===== src/rtl/ram_read_arbiter.sv =====
// Read arbiter sharing one external RAM port between the CPU and two auxiliary clients.
// Define ARB_AUX_STARVE_GUARD_EN to let aux clients in after 4 back-to-back CPU grants.
module ram_read_arbiter #(
  parameter int unsigned LATENCY = 3
) (
  input  logic        clk,
  input  logic        reset,
  input  logic        cpu_req,
  input  logic [24:0] cpu_addr,
  output logic        cpu_ack,
  input  logic [1:0]  aux_req,
  input  logic [24:0] aux_addr0,
  input  logic [24:0] aux_addr1,
  output logic [1:0]  aux_en,
  output logic [1:0]  aux_valid,
  output logic [7:0]  rdata,
  output logic        mem_rd,
  output logic [24:0] mem_addr,
  input  logic [7:0]  mem_din
);

  typedef enum logic [1:0] {StIdle, StCpuRd, StAuxRd, StDone} state_e;

  localparam logic [2:0] CntLoad = 3'(LATENCY - 1);

  state_e      state_q, state_d;
  logic [2:0]  cnt_q, cnt_d;
  logic        last_aux_q, last_aux_d;
  logic        is_aux_q, is_aux_d;
  logic        sel_q, sel_d;
  logic [24:0] addr_q, addr_d;
  logic [7:0]  rdata_q, rdata_d;

  logic aux_any;
  logic aux_pick;
  logic starve_hit;
  logic grant_cpu;
  logic grant_aux;

  assign aux_any = |aux_req;
  // On a tie the client that did not win last time goes next.
  assign aux_pick = (aux_req == 2'b11) ? ~last_aux_q : aux_req[1];

`ifdef ARB_AUX_STARVE_GUARD_EN
  logic [2:0] starve_q, starve_d;

  assign starve_hit = (starve_q >= 3'd4);

  always_comb begin
    starve_d = starve_q;
    if (!aux_any || grant_aux) begin
      starve_d = 3'd0;
    end else if (grant_cpu && (starve_q != 3'd7)) begin
      starve_d = starve_q + 3'd1;
    end
  end

  always_ff @(posedge clk) begin
    if (reset) begin
      starve_q <= 3'd0;
    end else begin
      starve_q <= starve_d;
    end
  end
`else
  assign starve_hit = 1'b0;
`endif

  assign grant_cpu = (state_q == StIdle) && cpu_req && !(starve_hit && aux_any);
  assign grant_aux = (state_q == StIdle) && aux_any && !grant_cpu;

  always_comb begin
    state_d    = state_q;
    cnt_d      = cnt_q;
    last_aux_d = last_aux_q;
    is_aux_d   = is_aux_q;
    sel_d      = sel_q;
    addr_d     = addr_q;
    rdata_d    = rdata_q;
    unique case (state_q)
      StIdle: begin
        if (grant_cpu) begin
          state_d  = StCpuRd;
          is_aux_d = 1'b0;
          addr_d   = cpu_addr;
          cnt_d    = CntLoad;
        end else if (grant_aux) begin
          state_d    = StAuxRd;
          is_aux_d   = 1'b1;
          sel_d      = aux_pick;
          last_aux_d = aux_pick;
          addr_d     = aux_pick ? aux_addr1 : aux_addr0;
          cnt_d      = CntLoad;
        end
      end
      StCpuRd, StAuxRd: begin
        if (cnt_q == 3'd0) begin
          state_d = StDone;
          rdata_d = mem_din;
        end else begin
          cnt_d = cnt_q - 3'd1;
        end
      end
      StDone: begin
        state_d = StIdle;
      end
      default: begin
        state_d = StIdle;
      end
    endcase
  end

  always_ff @(posedge clk) begin
    if (reset) begin
      state_q    <= StIdle;
      cnt_q      <= 3'd0;
      last_aux_q <= 1'b1;
      is_aux_q   <= 1'b0;
      sel_q      <= 1'b0;
      addr_q     <= 25'd0;
      rdata_q    <= 8'd0;
    end else begin
      state_q    <= state_d;
      cnt_q      <= cnt_d;
      last_aux_q <= last_aux_d;
      is_aux_q   <= is_aux_d;
      sel_q      <= sel_d;
      addr_q     <= addr_d;
      rdata_q    <= rdata_d;
    end
  end

  logic [1:0] sel_onehot;
  logic       aux_window;

  assign sel_onehot = sel_q ? 2'b10 : 2'b01;
  assign aux_window = (state_q == StAuxRd) || ((state_q == StDone) && is_aux_q);

  assign mem_rd    = (state_q == StCpuRd) || (state_q == StAuxRd);
  assign mem_addr  = addr_q;
  assign rdata     = rdata_q;
  assign cpu_ack   = (state_q == StDone) && !is_aux_q;
  assign aux_en    = aux_window ? sel_onehot : 2'b00;
  assign aux_valid = ((state_q == StDone) && is_aux_q) ? sel_onehot : 2'b00;

endmodule


===== config.mk =====
export PLATFORM = sky130hd
export DESIGN_NAME = ram_read_arbiter
export DESIGN_NICKNAME = d
export VERILOG_FILES = /design/src/rtl/ram_read_arbiter.sv
export SDC_FILE = /design/constraint.sdc
export NUM_CORES = 1
export LEC_CHECK = 0
export BUFFER_PORTS_ARGS = -buffer_cell sky130_fd_sc_hd__buf_2
export CORE_AREA = 2 2 83 69
export DETAILED_ROUTE_END_ITERATION = 16
export DIE_AREA = 0 0 85 71
export PLACE_DENSITY = 0.87
export SYNTH_ARGS = -nofsm -noshare
export SYNTH_HDL_FRONTEND = slang
export SYNTH_SLANG_ARGS = --single-unit

===== constraint.sdc =====
create_clock -name clk -period 2 [get_ports clk]
set_clock_uncertainty 0.15 [all_clocks]
set_input_delay 0.3 -clock clk [delete_from_list [all_inputs] [get_ports clk]]
set_output_delay 0.3 -clock clk [all_outputs]
set_load 0.02 [all_outputs]

==> key figures <==
Place
  • IO Port Bufs: 126
  • Post-DP HPWL: 4610 um
  • RD Place Congestion: 0.772

Routing
  • Initial DRC count: 99
  • DRC: 0
  • Final wirelength: 6230 um
  • Routed WL per cell: 13.7 um
  • Detailed-route via count: 2359
  • Post-route ant nets: 0
  • DR vias/cell: 5.21
  • Drt first pass iters: 4

Clock network
  • Clock sink count: 41
  • CTS tree: built
  • Post-CTS Setup Inserts: 0
  • CTS Hold Buffers Added: 0
  • Root Driver: clkbuf_8
  • Clk slew on worst S/H paths: 80 ps
  • Total CTS buffers: 5
  • H-tree depth: 2
  • CTS-repair resized insts: 1
  • CTS max path bufs: 2
  • Worst-Skew Late Latency: 290 ps

Timing
  • Slew HR: 52.4%
  • Slew Viols, Final: 0
  • Worst Tran Pin Value: 713 ps
  • RSZ-0062 raised after global routing: false
  • F_max: 0.534 GHz
  • Worst Hold Margin: 106 ps
  • # setup viols final: 0
  • Min cycle time layout: 1870 ps
  • Setup TNS Final: 0 ps
  • Period utilization: 93.6%
  • Final hold violations: 0

Finish
  • Antenna diodes: 0
  • FILL cells: 484
  • Area delta synth->final: 36.3%
  • Final #Nets: 482
  • Finished Core Util: 55.9%
  • Share of layout cells above drive strength 1: 38.1%

GRT
  • First-pass GRT wire length: 9830 um
  • GR Overflow Total: 0
  • Tot GR Track Use: 19.8%
  • Maximum number of pins on one net before global-route repair: 29
  • Antenna violations before repair: 0
  • Vias in the first global route: 2242

Floorplanning
  • Die width: 85 um
  • Core ar.: 5260 um^2
  • Starting Density: 41.0%
  • Die area: 6040 um^2
  • Die height: 71 um
  • Rows: 24
  • # IOs: 127

Logic synthesis
  • Synth area leaders: dfxtp_1, a32o_1, nand2_1
  • Most numerous cell in the Yosys netlist: nand2_1
  • Syn nets: 360
  • YS warnings: 0
  • Mapped cell area: 2150 um^2
  • Top_reg_cell synth: dfxtp_1
  • Flops & latches, synth: 41
  • Register area share after synthesis: 38.1%
  • Avg Synthesized Cell Area: 8.10 um^2
  • Asr flop ratio synth: 0%
  • Largest area contributor in the netlist: dfxtp_1
  • Post-synth top cells: nand2_1, dfxtp_1, a21oi_1, nand2b_1, a32o_1
  • Mapped Cells: 266
  • Cell variety after synth: 30
  • Post-synth top area share: 38.1%
  • Number of synthesized flops with an enable pin: 0

Job
  • Max-cap violations: 0

Worst hold path
  • Hold Crit Class: in -> reg

Outcome
  • Status: finished, final reports clean

Pwr
  • Pleak: 1.46 nW
  • Total chip power: 3.65 mW
  • P per Cell Area: 1240 nW/um^2
  • Peak supply drop: 0.000465 V

Worst setup path
  • Crit path max fanout: 9
  • Worst path arrival time: 1420 ps
  • WP data required: 1550 ps
  • Critical path startpoint category: flip-flop
  • WS Path Type: reg -> out
  • Worst setup EP type: output pin
[layer usage]
metal  vias up  GRT usage (%)  wire length, um
met5         -              0                0
met1      1111           24.9             2640
met4         0           6.17               47
li1       1169              -                -
met3         4           4.55              354
met2        75           33.8             3190
[cells by family (layout without fill, tap and decap cells)]
group | after synthesis | in the layout | share of synthesized area [%]
adder cells (fa/ha/maj) | 6 | 6 | 3.49
AO/OA/AOI/OAI | 75 | 75 | 24.8
AND/OR/NAND/NOR | 117 | 117 | 26.3
flip-flops | 41 | 41 | 38.1
multiplexers | 2 | 2 | 0.930
buffers and inverters | 25 | 147 | 6.33
[through the flow]
| stage | setup WS [ps] | std cells | instance area, um^2 |
|---|---|---|---|
| after floorplan | 242 | 266 | 2150 |
| after global routing | 46.5 | 453 | 2940 |
| after detailed placement | -61.3 | 446 | 2830 |
| after CTS | 19.3 | 453 | 2920 |
| final | 127 | 453 | 2940 |
| after global placement | 49.7 | 446 | 2830 |
[worst max-delay path, cell delays in order, from the launching register on]
cell	delay, ps
dfxtp_1	360
inv_1	110
ha_4	330
buf_4	170
buf_2	170
[path summary, 6_finish.rpt]
kind | start | end | slack, ps | cells after the start
max | state_q[0]$_SDFFE_PP0P_ | mem_rd | 130 | 4
min | mem_din[0] | rdata[0]$_SDFFE_PP0P_ | 110 | 3
max reg2reg | state_q[0]$_SDFFE_PP0P_ | state_q[1]$_SDFFE_PP0P_ | 280 | 6
min reg2reg | rdata[2]$_SDFFE_PP0P_ | rdata[2]$_SDFFE_PP0P_ | 300 | 2
[layout make-up]
type,instances,area [um^2],area share [%]
multi-input combinational,200,1220,41.4
clock buffer,7,86.3,2.94
sequential,41,822,28.0
tap,65,81.3,2.77
timing repair buffer,135,711,24.2
inverter,5,18.8,0.639
[registers in the layout (all words and copies together), names as in the netlist]
name and cells:
is_aux_q 1, last_aux_q 1, rdata 8, cnt_q 3, mem_addr 25, sel_q 1, state_q 2
[report_power, final]
part           internal [mW]  total (mW)  switching (mW)
Sequential              1.07        1.22           0.141
Clock                  0.274       0.548           0.274
Combinational          0.772        1.89            1.12
[placed cells by master (no fill, tap or decap), types with 2 or more instances in the layout]
| master | instances |
|---|---|
| a211oi_1 | 3 |
| buf_4 | 8 |
| nor2_1 | 9 |
| inv_1 | 5 |
| buf_2 | 126 |
| nand2b_1 | 26 |
| dfxtp_1 | 40 |
| nand2_1 | 61 |
| ha_1 | 5 |
| a32o_1 | 25 |
| clkbuf_8 | 6 |
| nand3_1 | 8 |
| a21oi_1 | 38 |
| mux2i_1 | 2 |
| o21ai_0 | 3 |
| nor2b_1 | 6 |
Power figures use the tool's default switching activity.
